File: config.mk
export PLATFORM = sky130hd
export DESIGN_NAME = adderc_seq
export DESIGN_NICKNAME = d
export VERILOG_FILES = /design/src/rtl/adderc_seq_pkg.sv /design/src/rtl/adderc_seq_adderc.sv /design/src/rtl/adderc_seq.sv
export SDC_FILE = /design/constraint.sdc
export NUM_CORES = 1
export LEC_CHECK = 0
export BUFFER_PORTS_ARGS = -buffer_cell sky130_fd_sc_hd__buf_2
export CORE_AREA = 5 5 148 150
export DETAILED_ROUTE_END_ITERATION = 16
export DIE_AREA = 0 0 153 155
export PLACE_DENSITY = 0.8
export SLEW_MARGIN = 20
export SYNTH_ARGS = -nofsm -noshare
export SYNTH_HDL_FRONTEND = slang
export SYNTH_SLANG_ARGS = --single-unit
File: constraint.sdc
create_clock -name clk -period 3.38 [get_ports clk]
set_clock_uncertainty 0.05 [all_clocks]
set_input_delay 0.169 -clock clk [delete_from_list [all_inputs] [get_ports clk]]
set_output_delay 0.169 -clock clk [all_outputs]
set_load 0.01 [all_outputs]
File: src/rtl/adderc_seq_pkg.sv
// Shared types and default sizing for the word-serial adder/subtractor.
package adderc_seq_pkg;

  localparam int unsigned DefWidth  = 16;
  localparam int unsigned DefNwords = 4;

  typedef enum logic [1:0] {
    StIdle = 2'd0,
    StRun  = 2'd1,
    StDone = 2'd2
  } state_e;

endpackage

File: src/rtl/adderc_seq_adderc.sv
// adderc: one WIDTH-bit add step with carry in/out. When sub_nadd is set, b is
// inverted here; the caller supplies the +1 through cin. IS_REG_OUT selects a
// registered or purely combinational result.
module adderc
  import adderc_seq_pkg::*;
#(
  parameter int unsigned WIDTH      = DefWidth,
  parameter bit          IS_REG_OUT = 1'b0
) (
  input  logic             clk,
  input  logic             srst,
  input  logic [WIDTH-1:0] a,
  input  logic [WIDTH-1:0] b,
  input  logic             cin,
  input  logic             sub_nadd,
  output logic [WIDTH-1:0] out,
  output logic             cout
);

  logic [WIDTH-1:0] w_b_eff;
  logic [WIDTH:0]   w_sum;

  assign w_b_eff = sub_nadd ? ~b : b;
  assign w_sum   = {1'b0, a} + {1'b0, w_b_eff} + {{WIDTH{1'b0}}, cin};

  if (IS_REG_OUT) begin : g_reg
    logic [WIDTH-1:0] r_out;
    logic             r_cout;

    // Register sum and carry.
    always_ff @(posedge clk) begin
      if (srst) begin
        r_out  <= '0;
        r_cout <= 1'b0;
      end else begin
        r_out  <= w_sum[WIDTH-1:0];
        r_cout <= w_sum[WIDTH];
      end
    end

    assign out  = r_out;
    assign cout = r_cout;
  end else begin : g_comb
    // Clock and reset are only needed by the registered variant.
    logic unused_clk_rst;
    assign unused_clk_rst = clk ^ srst;

    assign out  = w_sum[WIDTH-1:0];
    assign cout = w_sum[WIDTH];
  end

endmodule

File: src/rtl/adderc_seq.sv
// adderc_seq: word-serial W = WIDTH*NWORDS bit adder/subtractor, LSW first,
// one word per enabled cycle, valid/ready handshakes on both sides.
// Optional signed-overflow output ovf when ADDERC_SEQ_OVERFLOW_EN is defined.
module adderc_seq
  import adderc_seq_pkg::*;
#(
  parameter int unsigned WIDTH  = DefWidth,
  parameter int unsigned NWORDS = DefNwords
) (
  input  logic                     clk,
  input  logic                     srst,
  input  logic                     enable,
  input  logic                     in_valid,
  output logic                     in_ready,
  input  logic                     sub_nadd,
  input  logic [WIDTH*NWORDS-1:0]  a,
  input  logic [WIDTH*NWORDS-1:0]  b,
  output logic                     out_valid,
  input  logic                     out_ready,
  output logic [WIDTH*NWORDS-1:0]  out,
  output logic                     cout
`ifdef ADDERC_SEQ_OVERFLOW_EN
  ,
  output logic                     ovf
`endif
);

  localparam int unsigned IdxW = (NWORDS > 1) ? $clog2(NWORDS) : 1;

  state_e r_state, w_state_next;

  logic [NWORDS-1:0][WIDTH-1:0] r_a;
  logic [NWORDS-1:0][WIDTH-1:0] r_b;   // already inverted for subtraction
  logic [NWORDS-1:0][WIDTH-1:0] r_out;
  logic                         r_carry;
  logic                         r_cout;
  logic [IdxW-1:0]              r_idx;

  logic [WIDTH-1:0] w_sum;
  logic             w_cout;
  logic             w_last;

  assign w_last = (r_idx == IdxW'(NWORDS - 1));

  adderc #(
    .WIDTH      (WIDTH),
    .IS_REG_OUT (1'b0)
  ) u_adderc (
    .clk      (clk),
    .srst     (srst),
    .a        (r_a[r_idx]),
    .b        (r_b[r_idx]),
    .cin      (r_carry),
    .sub_nadd (1'b0),
    .out      (w_sum),
    .cout     (w_cout)
  );

  // State register; enable low freezes the FSM.
  always_ff @(posedge clk) begin
    if (srst) begin
      r_state <= StIdle;
    end else if (enable) begin
      r_state <= w_state_next;
    end
  end

  // Next-state logic.
  always_comb begin
    w_state_next = r_state;
    unique case (r_state)
      StIdle:  if (in_valid)  w_state_next = StRun;
      StRun:   if (w_last)    w_state_next = StDone;
      StDone:  if (out_ready) w_state_next = StIdle;
      default:                w_state_next = StIdle;
    endcase
  end

  // Operand capture at acceptance, then one word per enabled RUN cycle.
  always_ff @(posedge clk) begin
    if (srst) begin
      r_a     <= '0;
      r_b     <= '0;
      r_out   <= '0;
      r_carry <= 1'b0;
      r_cout  <= 1'b0;
      r_idx   <= '0;
    end else if (enable) begin
      unique case (r_state)
        StIdle: begin
          if (in_valid) begin
            r_a     <= a;
            r_b     <= sub_nadd ? ~b : b;
            r_carry <= sub_nadd;  // +1 completes the two's complement of b
            r_idx   <= '0;
          end
        end
        StRun: begin
          r_out[r_idx] <= w_sum;
          r_carry      <= w_cout;
          r_idx        <= r_idx + 1'b1;
          if (w_last) r_cout <= w_cout;
        end
        default: ;
      endcase
    end
  end

`ifdef ADDERC_SEQ_OVERFLOW_EN
  logic r_ovf;

  // Signed overflow judged on the MSW step from the operand and sum sign bits.
  always_ff @(posedge clk) begin
    if (srst) begin
      r_ovf <= 1'b0;
    end else if (enable) begin
      if (r_state == StIdle && in_valid) begin
        r_ovf <= 1'b0;
      end else if (r_state == StRun && w_last) begin
        r_ovf <= (r_a[NWORDS-1][WIDTH-1] == r_b[NWORDS-1][WIDTH-1]) &&
                 (w_sum[WIDTH-1] != r_a[NWORDS-1][WIDTH-1]);
      end
    end
  end

  assign ovf = r_ovf;
`endif

  assign in_ready  = (r_state == StIdle);
  assign out_valid = (r_state == StDone);
  assign out       = r_out;
  assign cout      = r_cout;

endmodule
# Word-level counts from Yosys, hierarchy flattened
# Index checks and enable logic that the tools add are counted.
# W data, S select, Z words.
[totals] word_cells=52 input_bits=134 out_inout_bits=67 reg_bits=198
[op_classes] eq_ne=6 n_addsub=3 bitwise_logic=1 mux=16 magnitude_cmp=2 reduce_logical=8
[ops] operator="$bmux W16 S2" n=2
[ops] operator="$bwmux W64" n=1
[ops] operator="$mux W64" n=1
[ops] operator="$not A64 Y64" n=1
[ops] operator="$mux W16" n=3
[ops] operator="$demux W16 S2" n=1
[ops] operator="$add A16 B16 Y17" n=1
[ops] operator="$add A17 B1 Y17" n=1
[ops] operator="$reduce_and A3 Y1" n=3
[ops] operator="$mux W2" n=4
[ops] operator="$pmux W2 S3" n=1
[ops] operator="$eq A2 B2 Y1 const B" n=2
[ops] operator="$ne A2 B2 Y1 const B" n=2
[ops] operator="$pmux W2 S2" n=1
[ops] operator="$reduce_and A4 Y1" n=1
[ops] operator="$lt A2 B3 Y1 const B" n=1
[ops] operator="$add A2 B1 Y2 const B" n=1
[ops] operator="$eq A2 B1 Y1 const B" n=1
[ops] operator="$ge A2 B1 Y1 const B" n=1
[ops] operator="$logic_not A2 Y1" n=1
[ops] operator="$ne A2 B1 Y1 const B" n=1
[ops] operator="$pmux W1 S2" n=1
[ops] operator="$reduce_and A2 Y1" n=1
[ops] operator="$reduce_bool A2 Y1" n=1
[ops] operator="2 further kinds" n=2

# Logic depth before layout (Yosys ltp)
[logic_depth] word_depth=5 depth_mapped=11 mapped_depth_nobuf=9

# By module
# From an unflattened synthesis, not the netlist that was laid out.
[unflattened] cells_unflattened=1064 hier_area_um2=9626.7
[by_module_without_submodules] module="adderc_seq" cells_each=927 area_each_um2=8613.3 seq_area_each_um2=3963.8 instances=1
[by_module_without_submodules] module="adderc" cells_each=137 area_each_um2=1013.5 seq_area_each_um2=0.0 instances=1

# Worst setup path after synthesis
# No wires, ideal clock.
[synth_timing] kind="register to register" startpoint="register r_idx[0]" endpoint="register r_out, in the netlist out[56]" period_less_slack_ns=3.213 setup_ns=0.070 slack_ns=0.167 required_ns=3.260 arrival_ns=3.093 path_buffers=1 path_stages_with_launch=11 cell_sequence="dfxtp_1 > clkbuf_1 > mux4_2 > fa_1 > fa_1 > a21o_2 > nand4_4 > a21oi_4 > o21ai_2 > or3b_1 > a21oi_1"
[synth_between] elab_chain_cells=5 word_cells_on_any_way=12 cone_classes="add/sub: 2; order compare: 2; mux: 7; reduce/logical: 1"
[synth_rtl] item="start, declared" line="adderc_seq.sv:37" rtl="logic [IdxW-1:0] r_idx;"
[synth_rtl] item="start signal, assigned" line="adderc_seq.sv:101" rtl="r_idx <= r_idx + 1'b1;"
[synth_rtl] item="$bmux W16 S2, or another cell as far along" line="adderc_seq.sv:51" rtl=".a (r_a[r_idx]),"
[synth_rtl] item="$mux W16 (not written as such), or another cell as far along" line="adderc_seq.sv:51"
[synth_rtl] item="$add A16 B16 Y17 / $mux W16 (equally long branches)" line="adderc_seq_adderc.sv:24, adderc_seq.sv:99"
[synth_rtl] item="$add A17 B1 Y17 / $demux W16 S2 (equally long branches)" line="adderc_seq_adderc.sv:24, adderc_seq.sv:99"
[synth_rtl] item="$bwmux W64 (*)" line="adderc_seq.sv:99" rtl="r_out[r_idx] <= w_sum;"
[synth_rtl] item="end signal, assigned by index" line="adderc_seq.sv:99"
[synth_rtl] item="end, declared" line="adderc_seq.sv:34" rtl="logic [NWORDS-1:0][WIDTH-1:0] r_out;"
# Every way passes the cells marked *; elsewhere a longest branch is shown, timed or not. The select of a mux whose other input is x is not followed.
# A chain may end at the register's enable or synchronous reset.

# Worst setup path after layout
[layout_timing] startpoint="register r_idx[0]" endpoint="register r_out, in the netlist out[12]"
# The elaborated chain is that of the path after synthesis.

==> summary.txt <==
Run status
  – Run status: complete, no violations

Synth
  – Syn Std Cell Area: around 9000 um^2
  – Syn Nets: between 1000 and 1500
  – Multiplexer share of the synthesized area: 0.0839
  – Area leader, netlist: dfxtp_1
  – Sequential area share after synthesis: 0.442
  – Post-synth EDFFs: 0
  – Largest family of logic cells by synthesized area: compound AO/OA/AOI/OAI gates
  – Ys flop type: dfxtp_1
  – Post-synthesis register bit count: slightly below 200
  – Unique masters post-synth: 46
  – Synth Area in Compound Gates: 0.176
  – Post-Synth Simple-Gate Area: 0.156
  – Syn Inst Count: 1006
  – Syn_area_per_cell: 8.91 um^2
  – Synth top area share: 0.442
  – Top cells by count, synth: 208 x nand2_1, 198 x dfxtp_1, 112 x a21oi_1
  – Synth area leaders: dfxtp_1 44%, nand2_1 8.7%, mux4_2 8.0%
  – Yosys warning count: 0
  – Xor/xnor share of the synthesized area: 0.0713
  – Post-Synth Adder-Cell Area: 0.0310
  – Post-synthesis async set-or-reset flop share: 0
  – Most common cell in the netlist: nand2_1

Finish
  – Post-route insts no fill: 1544
  – Share of layout cells above drive strength 1: 0.229
  – Area growth from synthesis to layout: 30.8%
  – Fill count: around 1700
  – # nets final: ~1400
  – Diodes inserted: 0

Floorplanning
  – DIE AREA: 23700 um^2
  – # IOs: 201
  – Die height: roughly 160 um
  – Core Rows: 53
  – Die Span X: approximately 150 um
  – Initial core utilization: 0.436
  – Core Box Area: roughly 21000 um^2

STA
  – Tightest Pin Transition: ~1.0 ns
  – RSZ-0062 raised after global routing: no
  – Worst setup margin: around 0.19 ns
  – Slew headroom: 0.318
  – Setup violators final: 0
  – Crit share post-route: 0.944
  – Final Max Tran Viols: 0
  – Post-route minimum period: between 3 and 4 ns
  – Fmax: roughly 0.31 GHz
  – Final hold viol count: 0
  – Setup_tns: 0 ns

Setup path
  – Worst r2r src: r_idx[0]
  – Maximum fanout along the worst path: 5
  – WS Path Type: flop to flop
  – Worst Setup Start Kind: flop
  – Worst Setup SP: r_idx[0]
  – R2R setup slack: approximately 0.19 ns
  – Critical path buffer and inverter count: 0
  – CP endpoint kind: flop
  – Top cell family by delay on the critical path: adder cells
  – CP required: 3.61 ns
  – CP arrival: ~3.4 ns
  – Critical-path cell list: mux4_2, fa_1, fa_1, a21o_2, nand4_4, a21oi_4, o21ai_1, xor2_1, a211oi_1
  – Critical path's slowest cell: mux4_2
  – Cell repeated most along the worst path: fa_1
  – Crit path largest cell delay: 0.55 ns

Global routing
  – Busiest grt layer: met2
  – Met2 Usage GRT: 0.366
  – Met3 Usage GRT: 0.0487
  – M1 GR Usage: 0.282
  – GRT Overall Usage: 0.222
  – Initial antenna violation count: 0
  – GR Overflow Total: 0
  – Number of global-route vias before repair: between 8000 and 9000
  – Global-route wire length before repair: 42300 um
  – Largest net degree at the start of global routing: between 150 and 200

Clock tree
  – Clk sinks: 198
  – Total CTS buffers: 17
  – CTS root buffer: clkbuf_16
  – Max Root-Sink Buffers: 2
  – Setup Fix Bufs, Post-CTS: 0
  – CTS tree: yes
  – H-Tree Depth: 4
  – Clk slew on worst S/H paths: ~0.08 ns
  – Worst-Skew Late Latency: 0.44 ns

Detailed routing
  – Residual DRC count: 0
  – Routed wire per std cell: between 15 and 20 um
  – Final WL: around 27000 um
  – Pre-Repair DR Iteration Count: 5
  – Via count: roughly 8200
  – Via density: ~5.3
  – Starting DRT DRC Count: approximately 570
  – Routed Antenna Nets: 0

Place
  – GPL Wtd Cong: a little under 0.9
  – Placed Cells incl. Taps: ~1400
  – Dpl ws: 0.208 ns
  – Input/output buffers: 200
  – Post-DP HPWL: between 15000 and 20000 um

Power
  – Power Density: around 460 nW/um^2
  – Pleak: about 4.6 nW
  – Worst vdd ir: 0.000343 V

Run
  – Maxcap violations: 0

Hold path
  – Min-delay src: b[43]
  – Worst hold path type: input pin to flop
cell type report:
class	count	area (um^2)	area share
Multi-Input combinational cell	723	4670	0.398
Sequential cell	198	3970	0.338
Clock buffer	18	429	0.0366
Clock inverter	14	159	0.0135
Timing Repair Buffer	310	2140	0.182
Tap cell	275	344	0.0293
Inverter	6	22.5	0.00192
layer usage:
metal	share of wire	wire, um
met5	0	0
met4	0.035	949
met3	0.067	1800
met2	0.48	12800
met1	0.42	11300
worst reg2reg max path, delay by kind of cell, from the launching register on:
| family | cells | cell delay [ns] |
|---|---|---|
| flops | 1 | 0.42 |
| fa+ha+maj | 2 | 0.87 |
| simple gates | 1 | 0.13 |
| xor+xnor | 1 | 0.36 |
| mux | 1 | 0.55 |
| compound gates | 4 | 0.66 |
through the flow:
| stage | instance area [um^2] | power (mW) | utilization | hold WS, ns |
|---|---|---|---|---|
| 5_1_grt | 11700 | 5.56 | 0.570 | 0.00492 |
| 4_1_cts | 11700 | 5.36 | 0.570 | 0.00115 |
| 3_3_place_gp | 10100 | 3.24 | 0.493 | 0.362 |
| 3_5_place_dp | 10100 | 3.26 | 0.493 | 0.368 |
| 6_report | 11700 | 5.35 | 0.570 | 0.00363 |
| 2_1_floorplan | 8970 | 3.01 | - | 0.255 |
path summary, 6_finish.rpt:
kind             end  cells past startpoint
max          out[12]                      9
min          r_b[43]                      3
max reg2reg  out[12]                      9
min reg2reg   out[1]                      2
cells by family (layout without fill, tap and decap cells):
family,Yosys count,in the layout
AOI/OAI and AO/OA,247,247
xor gates and xnor gates,73,73
adders and majority gates,21,21
buffers and inverters,85,348
DFF,198,198
muxes,35,35
and+or+nand+nor,347,347
layout by cell type (no fill, tap or decap), types with 2 or more instances in the layout:
cell type      count
a211oi_1          75
a21o_1             6
a21oi_1          112
a21oi_2            2
a22o_1            12
and2_1             4
and3_1             2
buf_12             4
buf_2            198
buf_4              7
clkbuf_16         17
clkinv_8           2
dfxtp_1          196
dfxtp_2            2
dlygate4sd3_1    100
fa_1               2
ha_1              18
inv_1              6
inv_6              7
inv_8              2
mux2i_1            2
mux4_2            32
nand2_1          208
nand3_1           11
nand3b_1           2
nor2_1           102
nor2b_1            2
nor3_1             7
o211ai_1           3
o21ai_0           11
o21ai_1            8
o21ai_2            2
o21bai_1           2
o31ai_1            4
or3b_1             3
xnor2_1           70
xor2_1             2
registers in the layout (all words and copies together), names as in the netlist:
name / count
r_idx: 2
r_state: 2
r_b: 64
out: 64
r_a: 64
r_carry: 1
cout: 1
power by group:
group / leakage (nW) / switching, mW / total (mW) / internal [mW]
logic: 2.72 / 0.440 / 0.819 / 0.379
clock network: 0.286 / 0.977 / 2.03 / 1.05
registers: 1.61 / 0.0635 / 2.50 / 2.43
total: 4.62 / 1.48 / 5.35 / 3.87
timing repair:
action | 4_1_cts | 5_1_grt
resized for setup | 0 | 3
endpoints found under the setup margin | 0 | 10
hold endpoints to repair | 100 | 0
hold buffers | 100 | 0
Note: power is estimated with default switching activity, not from simulation.
